--- src/rtl/timed_req_pkg.sv ---
// Shared types for the timed req/clr command sequencer.
package timed_req_pkg;

    localparam int DELAY_WIDTH = 8;

    typedef enum logic {
        OP_SET = 1'b0,
        OP_CLR = 1'b1
    } op_e;

    typedef enum logic [1:0] {
        S_IDLE,
        S_WAIT,
        S_FIRE
    } state_e;

    typedef struct packed {
        op_e                    op;
        logic [DELAY_WIDTH-1:0] delay;
    } cmd_t;

endpackage

--- src/rtl/sync_fifo.sv ---
// Small synchronous FIFO; the head entry is read straight from the storage flops.
module sync_fifo #(
    parameter int WIDTH = 9,
    parameter int DEPTH = 4
) (
    input  logic                       clk,
    input  logic                       rst,
    input  logic                       clear,
    input  logic                       push,
    input  logic                       pop,
    input  logic [WIDTH-1:0]           wr_data,
    output logic [WIDTH-1:0]           rd_data,
    output logic                       full,
    output logic                       empty,
    output logic [$clog2(DEPTH+1)-1:0] count
);

    localparam int AW = $clog2(DEPTH);
    localparam int CW = $clog2(DEPTH + 1);

    logic [WIDTH-1:0] mem [DEPTH];
    logic [AW-1:0]    wr_ptr;
    logic [AW-1:0]    rd_ptr;
    logic [CW-1:0]    cnt;
    logic             do_push;
    logic             do_pop;

    // Full blocks a push even when a pop frees a slot in the same cycle.
    assign do_push = push && !full && !clear && !rst;
    assign do_pop  = pop && !empty && !clear && !rst;

    assign full    = (cnt == CW'(DEPTH));
    assign empty   = (cnt == '0);
    assign count   = cnt;
    assign rd_data = mem[rd_ptr];

    always_ff @(posedge clk) begin
        if (do_push) begin
            mem[wr_ptr] <= wr_data;
        end
    end

    always_ff @(posedge clk) begin
        if (rst || clear) begin
            wr_ptr <= '0;
            rd_ptr <= '0;
            cnt    <= '0;
        end else begin
            if (do_push) begin
                wr_ptr <= wr_ptr + AW'(1);
            end
            if (do_pop) begin
                rd_ptr <= rd_ptr + AW'(1);
            end
            case ({do_push, do_pop})
                2'b10:   cnt <= cnt + CW'(1);
                2'b01:   cnt <= cnt - CW'(1);
                default: cnt <= cnt;
            endcase
        end
    end

endmodule

--- src/rtl/timed_req_sequencer.sv ---
// Queues delayed SET/CLEAR commands and replays each as a single req or clr pulse.
//
//  state  | meaning
//  S_IDLE | nothing in flight, waiting for a queued command
//  S_WAIT | command loaded, delay counter running down
//  S_FIRE | req or clr high this cycle; next command may be loaded
module timed_req_sequencer #(
    parameter int FIFO_DEPTH  = 4,
    parameter int DELAY_WIDTH = timed_req_pkg::DELAY_WIDTH
) (
    input  logic                            clk,
    input  logic                            rst,
    input  logic                            flush,
    input  logic                            cmd_valid,
    output logic                            cmd_ready,
    input  logic                            cmd_op,
    input  logic [DELAY_WIDTH-1:0]          cmd_delay,
    output logic                            req,
    output logic                            clr,
    output logic                            busy,
    output logic [$clog2(FIFO_DEPTH+1)-1:0] count
);

    import timed_req_pkg::*;

    localparam int FW = 1 + DELAY_WIDTH;

    state_e                 state;
    op_e                    op_q;
    logic [DELAY_WIDTH-1:0] cnt;
    logic [FW-1:0]          head;
    op_e                    head_op;
    logic [DELAY_WIDTH-1:0] head_delay;
    logic                   fifo_full;
    logic                   fifo_empty;
    logic                   fifo_push;
    logic                   fifo_pop;

    assign cmd_ready  = !rst && !flush && !fifo_full;
    assign fifo_push  = cmd_valid && cmd_ready;
    assign fifo_pop   = !fifo_empty && ((state == S_IDLE) || (state == S_FIRE));
    assign head_op    = op_e'(head[FW-1]);
    assign head_delay = head[DELAY_WIDTH-1:0];
    assign busy       = !fifo_empty || (state != S_IDLE);

    sync_fifo #(
        .WIDTH (FW),
        .DEPTH (FIFO_DEPTH)
    ) u_fifo (
        .clk     (clk),
        .rst     (rst),
        .clear   (flush),
        .push    (fifo_push),
        .pop     (fifo_pop),
        .wr_data ({cmd_op, cmd_delay}),
        .rd_data (head),
        .full    (fifo_full),
        .empty   (fifo_empty),
        .count   (count)
    );

    always_ff @(posedge clk) begin
        if (rst || flush) begin
            state <= S_IDLE;
            op_q  <= OP_SET;
            cnt   <= '0;
            req   <= 1'b0;
            clr   <= 1'b0;
        end else begin
            req <= 1'b0;
            clr <= 1'b0;
            case (state)
                S_IDLE: begin
                    if (!fifo_empty) begin
                        op_q  <= head_op;
                        cnt   <= head_delay;
                        state <= S_WAIT;
                    end
                end
                S_WAIT: begin
                    // Counter only decrements while non-zero, so it can never wrap.
                    if (cnt == '0) begin
                        req   <= (op_q == OP_SET);
                        clr   <= (op_q == OP_CLR);
                        state <= S_FIRE;
                    end else begin
                        cnt <= cnt - DELAY_WIDTH'(1);
                    end
                end
                S_FIRE: begin
                    if (!fifo_empty) begin
                        op_q  <= head_op;
                        cnt   <= head_delay;
                        state <= S_WAIT;
                    end else begin
                        state <= S_IDLE;
                    end
                end
                default: state <= S_IDLE;
            endcase
        end
    end

endmodule

--- config.mk ---
export PLATFORM = sky130hd
export DESIGN_NAME = timed_req_sequencer
export DESIGN_NICKNAME = d
export VERILOG_FILES = /design/src/rtl/timed_req_pkg.sv /design/src/rtl/sync_fifo.sv /design/src/rtl/timed_req_sequencer.sv
export SDC_FILE = /design/constraint.sdc
export NUM_CORES = 1
export LEC_CHECK = 0
export ABC_AREA = 1
export BUFFER_PORTS_ARGS = -buffer_cell sky130_fd_sc_hd__buf_2
export CORE_MARGIN = 2
export CORE_UTILIZATION = 35
export DETAILED_ROUTE_END_ITERATION = 6
export GPL_ROUTABILITY_DRIVEN = 0
export PLACE_DENSITY = 0.55
export SETUP_SLACK_MARGIN = 0.15
export SKIP_CTS_REPAIR_TIMING = 1
export SLEW_MARGIN = 20
export SYNTH_ARGS = -nofsm -noshare
export SYNTH_HDL_FRONTEND = slang
export SYNTH_HIERARCHICAL = 1
export SYNTH_SLANG_ARGS = --single-unit
--- constraint.sdc ---
create_clock -name clk -period 2.3 [get_ports clk]
set_input_delay 0.115 -clock clk [delete_from_list [all_inputs] [get_ports clk]]
set_output_delay 0.115 -clock clk [all_outputs]
set_load 0.01 [all_outputs]
==> reports/summary.log <==
qor: setup_path.worst_setup_path_end_kind flip-flop
qor: setup_path.worstPathMaxFanout 3
qor: clock_network.max-clock-path-buffers 2
qor: layout.final_layout_size_suffix_gt1_frac 0.2580
qor: die.placementRows 31
qor: die.initial_core_util 0.3619
qor: drt.ant_nets 0
qor: layout.antenna_cells 0
qor: synth.cell_type_with_the_highest_aggregate_area_in_the_netlist edfxtp_1
qor: global_routing.grtUsageTotal 0.1356
qor: placement.placement.cell_area 0.002873 mm^2
qor: clock_network.cts_tree yes
qor: worst_hold_path.worst_hold_path_type in2reg
qor: layout.fin_area 0.003197 mm^2
qor: sta.period_share 0.8426
qor: die.core_area 0.007253 mm^2
qor: placement.post-dp-hpwl 3423 um
qor: setup_path.reg2reg_to u_fifo/count[2]$_SDFFE_PP0P_
qor: synth.synth_most_common_cell nor2_1
qor: setup_path.worstPathArrival 2180 ps
qor: setup_path.path_depth 17
qor: sta.finalSetupTns 0 ps
qor: outcome.outcome complete, no violations
qor: synth.ys_top_cells_by_count nor2_1, edfxtp_1, inv_1, o21ai_0, nand2_1
qor: clock_network.cts-root-buf clkbuf_8
qor: synth.yosys-top-cells-area edfxtp_1, dfxtp_1, nor2_1
qor: setup_path.cpMostUsedCell inv_2
qor: sta.rsz0062_at_grt no
qor: synth.synth_enable_flop_cells 36
qor: synth.postSynthAreaPerCell 9.868 um^2
qor: setup_path.regToRegStartpoint u_fifo/count[2]$_SDFFE_PP0P_
qor: sta.layout_min_cycle_time 1938 ps
qor: synth.synthesis.nets 287
qor: power_and_ir_drop.total_leakage_power 0.001308 uW
qor: clock_network.tritoncts.num_buffers 9
qor: setup_path.timing.critical_path.max_delay_family simple AND/OR/NAND/NOR gates
qor: global_routing.largest_net_degree_at_the_start_of_global_routing 19
qor: setup_path.cp_cell_sequence inv_2 > nand3_4 > inv_2 > nor2_4 > inv_2 > nor2_4 > nand2_2 > inv_1 > ha_2 > inv_2 > fa_2 > inv_1 > nand2_1 > nand3_2 > nand2_1 > nand2_1 > nor2_1
qor: setup_path.crit_path_start u_fifo/count[2]$_SDFFE_PP0P_
qor: synth.synth_seq_area_share 0.5796
qor: global_routing.antenna_found_initial 0
qor: synth.post_syn_instances 266
qor: sta.relSlewSlack 0.8020
qor: clock_network.clk_pin_slew_worst_paths 70 ps
qor: sta.finalSetupViolCount 0
qor: sta.finalHoldViolations 0
qor: global_routing.grt_pass1_wl 8493 um
qor: drt.num_vias 1,879
qor: setup_path.crit_required 2540 ps
qor: drt.first_pass_iters 4
qor: setup_path.worst-setup-path-type reg2reg
qor: drt.detail_route.iter0.violations 89
qor: sta.fmax 516.0 MHz
qor: clock_network.clock_latency 340 ps
qor: setup_path.critical_path.endpoint u_fifo/count[2]$_SDFFE_PP0P_
qor: clock_network.cts_htree_levels 3
qor: layout.flow.area_growth_from_synthesis 21.78%
qor: synth.ys.flop_type edfxtp_1
qor: die.io_pins 20
qor: synth.postSynth.asyncResetShare 0
qor: clock_network.cts.sinks 58
qor: global_routing.globalRoute.totalOverflow 0
qor: setup_path.path_buf_inv 6
qor: die.die-area 0.008208 mm^2
qor: synth.unique_cell_type_count_in_the_yosys_netlist 28
qor: drt.detail_route.vias_per_cell 4.550
qor: setup_path.r2r_cells 17
qor: drt.wl 5186 um
qor: drt.wire_per_inst 12.56 um
qor: setup_path.worst_path_max_delay_cell dfxtp_2
qor: sta.max_slew_vio_count 0
qor: drt.drcViolationCount 0
qor: layout.layout.nets 330
qor: power_and_ir_drop.power_density 688.1 mW/mm^2
qor: sta.layout_skew 10.74 ps
qor: synth.synth.cell_area 0.002625 mm^2
qor: setup_path.cp-start-kind flip-flop
qor: synth.synth_warnings 6
qor: die.die_h 90.60 um
qor: flow_run.timing.max_cap.violations 0
qor: power_and_ir_drop.ir_drop 0.4684 mV
qor: synth.ys_ff_latch 58
qor: setup_path.reg2reg_slack 360 ps
qor: synth.yosys.area.top_type_share 0.4118
qor: setup_path.critical-path-max-stage-delay 360 ps
qor: global_routing.first_global_vias 1,802
qor: sta.worst-slew-pin-transition 296.7 ps
qor: placement.port_buffers 19
qor: die.chipWidth 90.60 um
[logic make-up (layout without fill, tap and decap cells)]
family	after synthesis	count (layout)	share of synthesized area
adder cells (fa/ha/maj)	8	8	0.04099
multiplexers	2	2	0.007627
XOR/XNOR	2	2	0.006674
AND/OR/NAND/NOR	99	99	0.1783
AO/OA/AOI/OAI	55	55	0.1139
flip-flops	58	58	0.5796
buffers and inverters	42	90	0.07293
[worst register-to-register path: stages, from the launching register on]
cell     delay [ps]
dfxtp_2         360
inv_2            60
nand3_4         100
inv_2            60
nor2_4          100
inv_2            50
nor2_4          110
nand2_2          60
inv_1            50
ha_2            170
inv_2            50
fa_2            360
inv_1            60
nand2_1          60
nand3_2          70
nand2_1          50
nand2_1          50
nor2_1           30
[report_power, final]
| group | switching, uW | internal [uW] |
|---|---|---|
| Combinational | 37.8 | 29.7 |
| Clock | 417 | 607 |
| Sequential | 2.35 | 1110 |
[flip-flops by register name, summed over array words and instances (netlist names), named ones only]
name	flops
clr	1
state	2
u_fifo/rd_ptr	2
op_q	1
u_fifo/count	3
u_fifo/mem	36
cnt	8
u_fifo/wr_ptr	2
req	1
[metal layers]
| metal | track usage | routed length, um |
|---|---|---|
| met1 | 0.1668 | 2424 |
| met2 | 0.2189 | 2431 |
| met3 | 0.02838 | 234 |
| met4 | 0.08077 | 95 |
| met5 | 0 | 0 |
[how the worst min path moves through the flow]
stage	startpoint	to	slack, ps	depth (start not counted)
6_report	cmd_op	u_fifo/mem[3][8]$_DFFE_PP_	5	1
2_1_floorplan	cmd_delay[0]	u_fifo/mem[0][0]$_DFFE_PP_	210	0
5_1_grt	cmd_delay[3]	u_fifo/mem[1][3]$_DFFE_PP_	10	1
4_1_cts	cmd_delay[1]	u_fifo/mem[0][1]$_DFFE_PP_	-30	1
3_5_place_dp	cmd_delay[7]	u_fifo/mem[1][7]$_DFFE_PP_	330	1
3_3_place_gp	cmd_delay[0]	u_fifo/mem[0][0]$_DFFE_PP_	330	1
[per-stage QoR]
| step | std cells | utilization | worst slack [ps] | hold slack, ps | total power (uW) |
|---|---|---|---|---|---|
| floorplan | 266 | - | 240.1 | 213.9 | 1160 |
| global placement | 389 | 0.3961 | 303.3 | 333.7 | 1189 |
| detailed placement | 389 | 0.3961 | 253.5 | 331.7 | 1189 |
| CTS | 405 | 0.4261 | 236.1 | -25.78 | 2215 |
| global route | 413 | 0.4407 | 170.6 | 9.792 | 2287 |
| finish | 413 | 0.4407 | 361.9 | 5.200 | 2200 |
[layout make-up]
cell class	instances	area (um^2)
Multi-Input combinational cell	166	937.1
Clock inverter	7	93.84
Inverter	38	152.6
Tap cell	99	123.9
Sequential cell	58	1525
Timing Repair Buffer	36	240.2
Fill cell	715	4056
Clock buffer	9	123.9
[cell usage in the layout (no fill, tap or decap), types with 3 or more instances in the layout]
cell and n:
ha_1 6, o21ai_0 29, nor2_4 4, dfxtp_1 19
buf_2 19, dlygate4sd3_1 7, o22ai_1 10, nand3_1 12
dfxtp_2 3, nand2_2 4, nor2_1 43, nand3_2 3
nand2_1 25, inv_1 26, buf_4 10, inv_2 10
o21ai_1 4, a21oi_1 11, edfxtp_1 36, clkbuf_8 9
Note: power is estimated with default switching activity, not from simulation.
